===== src/rtl/multicycle_controller.sv =====
// Control FSM for the multicycle RV32I datapath: sequences fetch/decode/execute and
// stalls on mem_ready. Define MC_BNE_EN to have the branch state also handle bne.
module multicycle_controller (
  input  logic       clk,
  input  logic       reset,
  input  logic [6:0] op,
  input  logic [2:0] funct3,
  input  logic       funct7b5,
  input  logic       Zero,
  input  logic       mem_ready,
  output logic       PCWrite,
  output logic       AdrSrc,
  output logic       MemWrite,
  output logic       IRWrite,
  output logic       RegWrite,
  output logic [1:0] ResultSrc,
  output logic [1:0] ALUSrcA,
  output logic [1:0] ALUSrcB,
  output logic [1:0] ImmSrc,
  output logic [2:0] ALUControl,
  output logic       illegal,
  output logic [3:0] state
);

  typedef enum logic [3:0] {
    S_FETCH    = 4'd0,
    S_DECODE   = 4'd1,
    S_MEMADR   = 4'd2,
    S_MEMREAD  = 4'd3,
    S_MEMWB    = 4'd4,
    S_MEMWRITE = 4'd5,
    S_EXECUTER = 4'd6,
    S_EXECUTEI = 4'd7,
    S_ALUWB    = 4'd8,
    S_BEQ      = 4'd9,
    S_JAL      = 4'd10
  } state_t;

  localparam logic [6:0] OP_LW   = 7'b0000011;
  localparam logic [6:0] OP_SW   = 7'b0100011;
  localparam logic [6:0] OP_R    = 7'b0110011;
  localparam logic [6:0] OP_I    = 7'b0010011;
  localparam logic [6:0] OP_BEQ  = 7'b1100011;
  localparam logic [6:0] OP_JAL  = 7'b1101111;

  state_t     state_q, state_d;
  logic [1:0] alu_op;
  logic       pc_write_raw, mem_write_raw, ir_write_raw, reg_write_raw, illegal_raw;
  logic       branch_taken;

  always_ff @(posedge clk) begin
    if (!reset) state_q <= S_FETCH;
    else        state_q <= state_d;
  end

`ifdef MC_BNE_EN
  always_comb begin
    case (funct3)
      3'b000:  branch_taken = Zero;
      3'b001:  branch_taken = ~Zero;
      default: branch_taken = 1'b0;
    endcase
  end
`else
  assign branch_taken = Zero;
`endif

  // Raw (pre-reset-gating) outputs and next state; every field defaults to 0.
  always_comb begin
    state_d       = state_q;
    pc_write_raw  = 1'b0;
    AdrSrc        = 1'b0;
    mem_write_raw = 1'b0;
    ir_write_raw  = 1'b0;
    reg_write_raw = 1'b0;
    illegal_raw   = 1'b0;
    ResultSrc     = 2'b00;
    ALUSrcA       = 2'b00;
    ALUSrcB       = 2'b00;
    alu_op        = 2'b00;
    case (state_q)
      S_FETCH: begin
        ALUSrcB      = 2'b10;
        ResultSrc    = 2'b10;
        ir_write_raw = mem_ready;
        pc_write_raw = mem_ready;
        if (mem_ready) state_d = S_DECODE;
      end
      S_DECODE: begin
        ALUSrcA = 2'b01;
        ALUSrcB = 2'b01;
        case (op)
          OP_LW, OP_SW: state_d = S_MEMADR;
          OP_R:         state_d = S_EXECUTER;
          OP_I:         state_d = S_EXECUTEI;
          OP_BEQ:       state_d = S_BEQ;
          OP_JAL:       state_d = S_JAL;
          default: begin
            state_d     = S_FETCH;
            illegal_raw = 1'b1;
          end
        endcase
      end
      S_MEMADR: begin
        ALUSrcA = 2'b10;
        ALUSrcB = 2'b01;
        state_d = (op == OP_LW) ? S_MEMREAD : S_MEMWRITE;
      end
      S_MEMREAD: begin
        AdrSrc = 1'b1;
        if (mem_ready) state_d = S_MEMWB;
      end
      S_MEMWB: begin
        ResultSrc     = 2'b01;
        reg_write_raw = 1'b1;
        state_d       = S_FETCH;
      end
      S_MEMWRITE: begin
        AdrSrc        = 1'b1;
        mem_write_raw = 1'b1;
        if (mem_ready) state_d = S_FETCH;
      end
      S_EXECUTER: begin
        ALUSrcA = 2'b10;
        alu_op  = 2'b10;
        state_d = S_ALUWB;
      end
      S_EXECUTEI: begin
        ALUSrcA = 2'b10;
        ALUSrcB = 2'b01;
        alu_op  = 2'b10;
        state_d = S_ALUWB;
      end
      S_ALUWB: begin
        reg_write_raw = 1'b1;
        state_d       = S_FETCH;
      end
      S_BEQ: begin
        ALUSrcA      = 2'b10;
        alu_op       = 2'b01;
        pc_write_raw = branch_taken;
        state_d      = S_FETCH;
      end
      S_JAL: begin
        ALUSrcA      = 2'b01;
        ALUSrcB      = 2'b10;
        pc_write_raw = 1'b1;
        state_d      = S_ALUWB;
      end
      default: state_d = S_FETCH;
    endcase
  end

  always_comb begin
    case (op)
      OP_SW:   ImmSrc = 2'b01;
      OP_BEQ:  ImmSrc = 2'b10;
      OP_JAL:  ImmSrc = 2'b11;
      default: ImmSrc = 2'b00;
    endcase
  end

  always_comb begin
    case (alu_op)
      2'b00: ALUControl = 3'b000;
      2'b01: ALUControl = 3'b001;
      default: begin
        case (funct3)
          3'b000:  ALUControl = (op[5] & funct7b5) ? 3'b001 : 3'b000;
          3'b010:  ALUControl = 3'b101;
          3'b110:  ALUControl = 3'b011;
          3'b111:  ALUControl = 3'b010;
          default: ALUControl = 3'b000;
        endcase
      end
    endcase
  end

  // Reset cycle suppresses every side effect, including an in-flight store.
  assign PCWrite  = reset & pc_write_raw;
  assign MemWrite = reset & mem_write_raw;
  assign IRWrite  = reset & ir_write_raw;
  assign RegWrite = reset & reg_write_raw;
  assign illegal  = reset & illegal_raw;
  assign state    = state_q;

endmodule


===== config.mk =====
export PLATFORM = sky130hd
export DESIGN_NAME = multicycle_controller
export DESIGN_NICKNAME = d
export VERILOG_FILES = /design/src/rtl/multicycle_controller.sv
export SDC_FILE = /design/constraint.sdc
export NUM_CORES = 1
export LEC_CHECK = 0
export BUFFER_PORTS_ARGS = -buffer_cell sky130_fd_sc_hd__buf_2
export CORE_UTILIZATION = 40
export CTS_BUF_LIST = sky130_fd_sc_hd__clkbuf_8
export CTS_CLUSTER_DIAMETER = 120
export DETAILED_ROUTE_END_ITERATION = 6
export GPL_TIMING_DRIVEN = 0
export PLACE_DENSITY_LB_ADDON = 0.25
export SKIP_LAST_GASP = 1
export SLEW_MARGIN = 10
export SYNTH_ARGS = -nofsm -noshare
export SYNTH_HDL_FRONTEND = slang
export SYNTH_SLANG_ARGS = --single-unit

===== constraint.sdc =====
create_clock -name clk -period 1.3 [get_ports clk]
set_clock_uncertainty 0.15 [all_clocks]
set_input_delay 0.195 -clock clk [delete_from_list [all_inputs] [get_ports clk]]
set_output_delay 0.195 -clock clk [all_outputs]
set_load 0.02 [all_outputs]

==> reports/results.tsv, run 1 <==
metric	value	unit
Post-Synth XOR/XNOR Area	4.13	%
Syn Nets	108	
Most used DFF post-synth	dfxtp_1	
Synth area leader	dfxtp_1	
Num CTS Buffers	3	
post-CTS setup buffers	23	
sequential-to-total area share from yosys stat	12.6	%
PortBufs	35	
post-CTS sizing	59	
I/O pin count	36	
Yosys Warn Count	0	
Area after DPL	0.00105	mm^2
First Error	[ERROR DPL-0038] Utilization greater than 100%, impossible to legalize	
Post-CTS Hold Buffers	0	
Mapped Area	636	um^2
top-count cell post-synth	nor2_1	
mux share of post-synthesis cell area	3.15	%
initial core utilization	42.7	%
cell row count	14	
Post-Synth Simple-Gate Area	51.2	%
Exit stage	4_1_cts	
H-tree level count	1	
adder and majority gate portion of the synthesized area	0	%
die width	41.9	um
global placement routability congestion	0.861	
Synth top cells by count	8 x nor2_1, 7 x nand2_1, 7 x nand2b_1	
clk buf depth	2	
Sink Count	4	
clk root buf	clkbuf_8	
die height	41.9	um
Synth Area in Compound Gates	23.2	%
EDFF count, synth	0	
Synth top area share	12.6	%
dominant cells by area after synthesis	dfxtp_1 13%, nand2b_1 6.9%, nor2b_1 5.9%	
hpwl dp	1.53	mm
Mapped Cells	93	
register bit count reported by yosys	4	
post-synthesis async set-or-reset flop share	0	%
largest family of logic cells by synthesized area	simple AND/OR/NAND/NOR gates	
synth unique cells	38	
average cell area after synthesis	6.83	um^2
pre-CTS setup slack	-0.318	ns
status	did not finish	
logic make-up after synthesis:
group,after synthesis
AO/OA/AOI/OAI,19
XOR/XNOR,3
buffers and inverters,8
flip-flops,4
multiplexers,2
AND/OR/NAND/NOR,57
stage by stage:
step / utilization, % / std cells / hold WS, ns
floorplan: - / 93 / 0.177
global placement: 70.6 / 144 / 0.391
detailed placement: 70.6 / 144 / 0.388
==> run 2, diff against run 1 <==
--- a/config.mk
+++ b/config.mk
@@ -6,12 +6,11 @@
 export NUM_CORES = 1
 export LEC_CHECK = 0
 export BUFFER_PORTS_ARGS = -buffer_cell sky130_fd_sc_hd__buf_2
-export CORE_UTILIZATION = 40
-export CTS_BUF_LIST = sky130_fd_sc_hd__clkbuf_8
-export CTS_CLUSTER_DIAMETER = 120
+export CORE_AREA = 2 2 63 65
 export DETAILED_ROUTE_END_ITERATION = 6
+export DIE_AREA = 0 0 65 67
 export GPL_TIMING_DRIVEN = 0
-export PLACE_DENSITY_LB_ADDON = 0.25
+export PLACE_DENSITY_LB_ADDON = 0.15
 export SKIP_LAST_GASP = 1
 export SLEW_MARGIN = 10
 export SYNTH_ARGS = -nofsm -noshare
==> constraint.sdc (replaced) <==
create_clock -name clk -period 1.7 [get_ports clk]
set_clock_uncertainty 0.15 [all_clocks]
set_input_delay 0.255 -clock clk [delete_from_list [all_inputs] [get_ports clk]]
set_output_delay 0.255 -clock clk [all_outputs]
set_load 0.02 [all_outputs]
==> run 2 against run 1 <==
The flow now finishes, with violations (negative setup slack). Area after synthesis is the same. Synthesized cell count unchanged.
==> reports/results.tsv, run 2 <==
metric	value	unit	change
status	complete, but fails checks		
failing checks	negative setup slack		
Hold Crit Start	reset		
Max Fclk	0.567	GHz	
initial antenna violation count	0		
Antenna Cells	0		
P_leak	0.582	nW	
global placement routability congestion	0.738		-14%
register bit count reported by yosys	4		unchanged
global-route wire length before repair	4.17	mm	
Top delay family on crit path	flip-flops		
synth unique cells	38		unchanged
Worst EP required	1.29	ns	
number of global-route vias before repair	888		
H-tree level count	1		unchanged
number of stages on the worst setup path	6		
final setup fails	7		
die width	65	um	+55%
min setup slack post-route	-0.0633	ns	
CP Class	reg2out		
Num CTS Buffers	3		unchanged
Die Area	0.00436	mm^2	
Power Total	0.495	mW	
Mapped Area	636	um^2	unchanged
placed cell count	176		+22%
crit path launch	state[1]		
violation count after the first detailed-routing iteration	15		
top-count cell post-synth	nor2_1		
PortBufs	35		unchanged
EDFF count, synth	0		unchanged
clk buf depth	2		unchanged
die height	67	um	+60%
worst reg2reg setup slack	0.08	ns	
Post-Layout Cell Count	197		
Vias/cell	4.58		
average cell area after synthesis	6.83	um^2	unchanged
clk root buf	clkbuf_8		
CP Capture Type	output port		
PwrDens	364	mW/mm^2	
total track usage	12.2	%	
Max Cap Viol	0		
Syn Nets	108		unchanged
slowest cell on the critical path	dfxtp_4		
startpoint type of the worst setup path	register		
worst path bufs/invs	2		
Sink Count	4		unchanged
Worst Setup EP	PCWrite		
hpwl dp	1.87	mm	+22%
dominant cells by area after synthesis	dfxtp_1 13%, nand2b_1 6.9%, nor2b_1 5.9%		
Layout area overhead	114	%	
Most used DFF post-synth	dfxtp_1		
sequential-to-total area share from yosys stat	12.6	%	unchanged
CTS tree	built		
CP arrival	1.36	ns	
Yosys Warn Count	0		unchanged
fin crit period	1.76	ns	
fillcell total	385		
most frequent cells in the layout	24 x buf_4, 22 x buf_2, 9 x buf_6		
Synth top cells by count	8 x nor2_1, 7 x nand2_1, 7 x nand2b_1		
I/O pin count	36		unchanged
initial core utilization	17.6	%	-25 points
Slew HR	70.2	%	
Pins Over Slew Limit	0		
Worst Reg-to-Reg Cells	5		
commonest non-fill, non-tap cell in the layout	buf_4		
Final Core Density	37.6	%	
number of remaining DRC errors	0		
Core Box Area	0.00361	mm^2	
Clock Pin Slew Worst Setup and Hold Paths	0.03	ns	
total grt overflow	0		
vias	902		
WL per Instance	13.6	um	
final wirelength	2.68	mm	
Layout Nets	166		
largest fanout on the critical path	5		
post-route antenna net violation count	0		
max reg flops	4		
largest net degree at the start of global routing	11		
reg2reg start	state[1]		
Max rail drop VDD	0.138	mV	
Synth area leader	dfxtp_1		
CP Cell Sequence	buf_8, nor2b_2, a21o_1, a22oi_2, nor2_2, buf_6		
R2R Path End	state[2]		
final-report hold violation count	0		
Worst-Margin Slew	0.443	ns	
cell row count	22		+8
Mapped Cells	93		unchanged
insertion delay to the later sink of the worst-skew pair	0.22	ns	
unrepaired setup endpoints after global routing	yes		
Hold Path Class	in2reg		
Synth top area share	12.6	%	unchanged
CP peak stage delay	0.35	ns	
fin crit share	104	%	
DRT Pass-1 Iters	4		
post-synthesis async set-or-reset flop share	0	%	unchanged
share of layout cells above drive strength 1	65.8	%	
-- run 2: cell counts after synthesis --
Identical to the previous run, type by type.
-- run 2: area by class of cell --
class                           instances  area [um^2]  area share (%)
Inverter                                2         7.51           0.553
Buffer                                  4         58.8            4.33
Sequential cell                         4         92.6            6.82
Tap cell                               48         60.1            4.42
Multi-Input combinational cell         81          706            52.0
Timing Repair Buffer                   55          392            28.8
Clock buffer                            3         41.3            3.04
-- run 2: worst min path at each step --
stage	depth (start not counted)	to
after detailed placement	3	state[2]
after global routing	2	state[3]
after global placement	2	state[3]
after CTS	2	state[3]
after floorplan	2	state[2]
final	2	state[3]
-- run 2: routing by layer --
layer	vias to the layer above	routed length, um	global-route usage [%]
li1	454	-	-
met1	421	1220	16.1
met2	24	1330	20.7
met3	3	108	1.86
met4	0	28	3.19
met5	-	0	0
-- run 2: cell families after synthesis --
| kind of cell | after synthesis | synth area share, % |
|---|---|---|
| xor+xnor | 3 | 4.13 |
| mux | 2 | 3.15 |
| compound gates | 19 | 23.2 |
| simple gates | 57 | 51.2 |
| buf+inv | 8 | 5.71 |
| flops | 4 | 12.6 |
-- run 2: stage by stage --
step	instance area (um^2)	hold WS, ns	setup slack [ns]	TNS (ns)
CTS	1200	0.233	-0.0664	-0.192
global route	1360	0.255	-0.119	-0.703
finish	1360	0.240	-0.0633	-0.151
floorplan	686	0.247	-0.0877	-0.262
global placement	921	0.465	-0.109	-0.460
detailed placement	921	0.467	-0.145	-0.532
-- run 2: repair_timing --
action                     4_1_cts  5_1_grt
setup endpoints to repair       16       15
buffers inserted                12        8
pin swaps                        1       12
hold buffers                     0        0
resized for setup               46       27
-- run 2: report_power, final --
part / total [mW] / internal (mW) / switching [mW]
logic: 0.197 / 0.0908 / 0.106
registers: 0.0977 / 0.0931 / 0.00456
clock network: 0.200 / 0.151 / 0.0493
(Power assumes the default switching activity.)
==> run 3, diff against run 2 <==
--- a/config.mk
+++ b/config.mk
@@ -11,6 +11,7 @@
 export DIE_AREA = 0 0 65 67
 export GPL_TIMING_DRIVEN = 0
 export PLACE_DENSITY_LB_ADDON = 0.15
+export SETUP_SLACK_MARGIN = 0.3
 export SKIP_LAST_GASP = 1
 export SLEW_MARGIN = 10
 export SYNTH_ARGS = -nofsm -noshare
==> run 3 against run 2 <==
The flow still finishes with violations (negative setup slack). Hold slack worse by 0.053 ns. Register-to-register slack gained 0.15 ns. Fmax down 0.97%. Utilization is 8.5 points higher. Sequential share of layout area fell by 1.3 points.
==> reports/results.tsv, run 3 (synthesis results as in run 2) <==
metric	value	unit	change
fillcell total	363		-5.7%
unrepaired setup endpoints after global routing	yes		
Storage cell area	92.6	um^2	unchanged
startpoint type of the worst setup path	register		
status	complete, but fails checks		
H-tree level count	1		unchanged
worst path bufs/invs	2		unchanged
Post-CTS Hold Buffers	0		unchanged
die height	67	um	unchanged
initial antenna violation count	0		unchanged
PortBufs	35		unchanged
final wirelength	2.95	mm	+9.8%
Worst-Margin Slew	0.428	ns	-0.0151 ns
Metal-1 WL	1.33	mm	+9.4%
failing checks	negative setup slack		
Num CTS Buffers	3		unchanged
total track usage	13.3	%	+1.0 points
P_leak	0.673	nW	+15%
CP Cell Sequence	buf_8, nor2_2, and2_4, and3_4, buf_2		
DRT Pass-1 Iters	4		unchanged
global-route wire length before repair	4.50	mm	+7.8%
min setup slack post-route	-0.0806	ns	-0.0174 ns
Pins Over Slew Limit	0		unchanged
vias	958		+6.2%
crit path launch	state[3]		
Die Area	0.00436	mm^2	unchanged
Slew HR	71.2	%	+1.0 points
Power Total	0.563	mW	+14%
number of remaining DRC errors	0		unchanged
largest net degree at the start of global routing	11		unchanged
hpwl dp	1.90	mm	+1.4%
I/O pin count	36		unchanged
total grt overflow	0		unchanged
Area after DPL	0.00109	mm^2	+18%
final-report hold violation count	0		unchanged
reg2reg start	state[3]		
CP Class	reg2out		
global placement routability congestion	0.721		-2.4%
post-route antenna net violation count	0		unchanged
Layout area overhead	162	%	
largest fanout on the critical path	7		+2
CP arrival	1.38	ns	+0.02 ns
Layout Nets	172		+3.6%
slowest cell on the critical path	dfxtp_4		
commonest non-fill, non-tap cell in the layout	buf_6		
clk root buf	clkbuf_8		
Top Metal Used	met4		
Final Core Density	46.2	%	+8.5 points
Antenna Cells	0		unchanged
Max Fclk	0.562	GHz	-0.97%
Max rail drop VDD	0.155	mV	+12%
fin crit share	105	%	+1.0 points
multi-input logic area	828	um^2	+17%
Core Box Area	0.00361	mm^2	unchanged
Clock Pin Slew Worst Setup and Hold Paths	0.03	ns	about the same
PwrDens	338	mW/mm^2	-7.2%
Hold Crit Start	op[4]		
Sink Count	4		unchanged
Vias/cell	4.70		+2.6%
violation count after the first detailed-routing iteration	23		+8
die width	65	um	unchanged
cell row count	22		unchanged
most frequent cells in the layout	23 x buf_6, 19 x buf_4, 14 x buf_2		
CTS tree	built		
share of layout cells above drive strength 1	76.3	%	+11 points
WL per Instance	14.5	um	+6.1%
CP Capture Type	output port		
worst hold slack	0.187	ns	-0.0534 ns
final setup fails	9		+2
CP peak stage delay	0.34	ns	about the same
number of global-route vias before repair	934		+5.2%
routed length on met3	117	um	+8.3%
insertion delay to the later sink of the worst-skew pair	0.22	ns	about the same
max reg flops	4		unchanged
Worst EP required	1.29	ns	about the same
Hold Path Class	in2reg		
met2 WL post-DR	1.49	mm	+12%
design area	0.00167	mm^2	+23%
Top delay family on crit path	simple AND/OR/NAND/NOR gates		
initial core utilization	17.6	%	unchanged
Max Cap Viol	0		unchanged
clk buf depth	2		unchanged
fin crit period	1.78	ns	+0.0174 ns
## run 3: changes by cell type in the layout (fill, tap and decap cells not counted), moves of 2 or more
cell,delta
nand2_2,+2
o21ai_2,+2
nand3_1,-2
buf_8,+2
nand2_1,-2
buf_2,-8
nor2b_2,-2
a21oi_1,-2
buf_4,-5
nor3_4,+4
nor2b_4,+2
nor3_2,-3
buf_6,+14
buf_12,+3
## run 3: power breakdown
group / total (mW) / leakage, nW / switching, mW / internal [mW]
clock network: 0.214 / 0.0228 / 0.0537 / 0.160
logic: 0.252 / 0.615 / 0.125 / 0.126
registers: 0.0977 / 0.0352 / 0.00472 / 0.0930
## run 3: metrics by stage
| stage | setup TNS [ns] | worst slack [ns] | cells |
|---|---|---|---|
| after floorplan | 0 | 0.140 | 93 |
| after global placement | -0.0309 | -0.0309 | 176 |
| after detailed placement | -0.0499 | -0.0499 | 176 |
| after CTS | -0.513 | -0.0774 | 199 |
| after global routing | -1.10 | -0.141 | 204 |
| final | -0.421 | -0.0806 | 204 |
## run 3: cell type report
class	count	area share (%)
Clock buffer	4	2.70
Tap cell	48	3.61
Sequential cell	4	5.56
Buffer	6	6.61
Inverter	2	0.451
Multi-Input combinational cell	81	49.7
Timing Repair Buffer	59	31.3
## run 3: path summary, 6_finish.rpt
kind	end	slack, ns	cells after the start
worst max-delay path	IRWrite	-0.08	5
worst min-delay path	state[2]	0.19	3
worst max register to register	state[1]	0.23	5
worst min register to register	state[2]	0.63	3
## run 3: repair_timing
item / CTS / global route
endpoints found under the setup margin: 21 / 22
buffers inserted: 19 / 5
pin swaps: 15 / 11
resized for setup: 57 / 32
## run 3: worst reg2reg max path: cells and delay by family (launching register included)
kind                   cells  cell delay, ns
and+or+nand+nor            3            0.60
buffers and inverters      1            0.13
DFF                        1            0.34
AOI/OAI and AO/OA          1            0.14
## run 3: routing by layer
layer  global-route usage [%]  up-vias
met5                        0        -
li1                         -      468
met4                     3.99        0
met3                     2.03        2
met1                     16.7      464
met2                     23.2       24
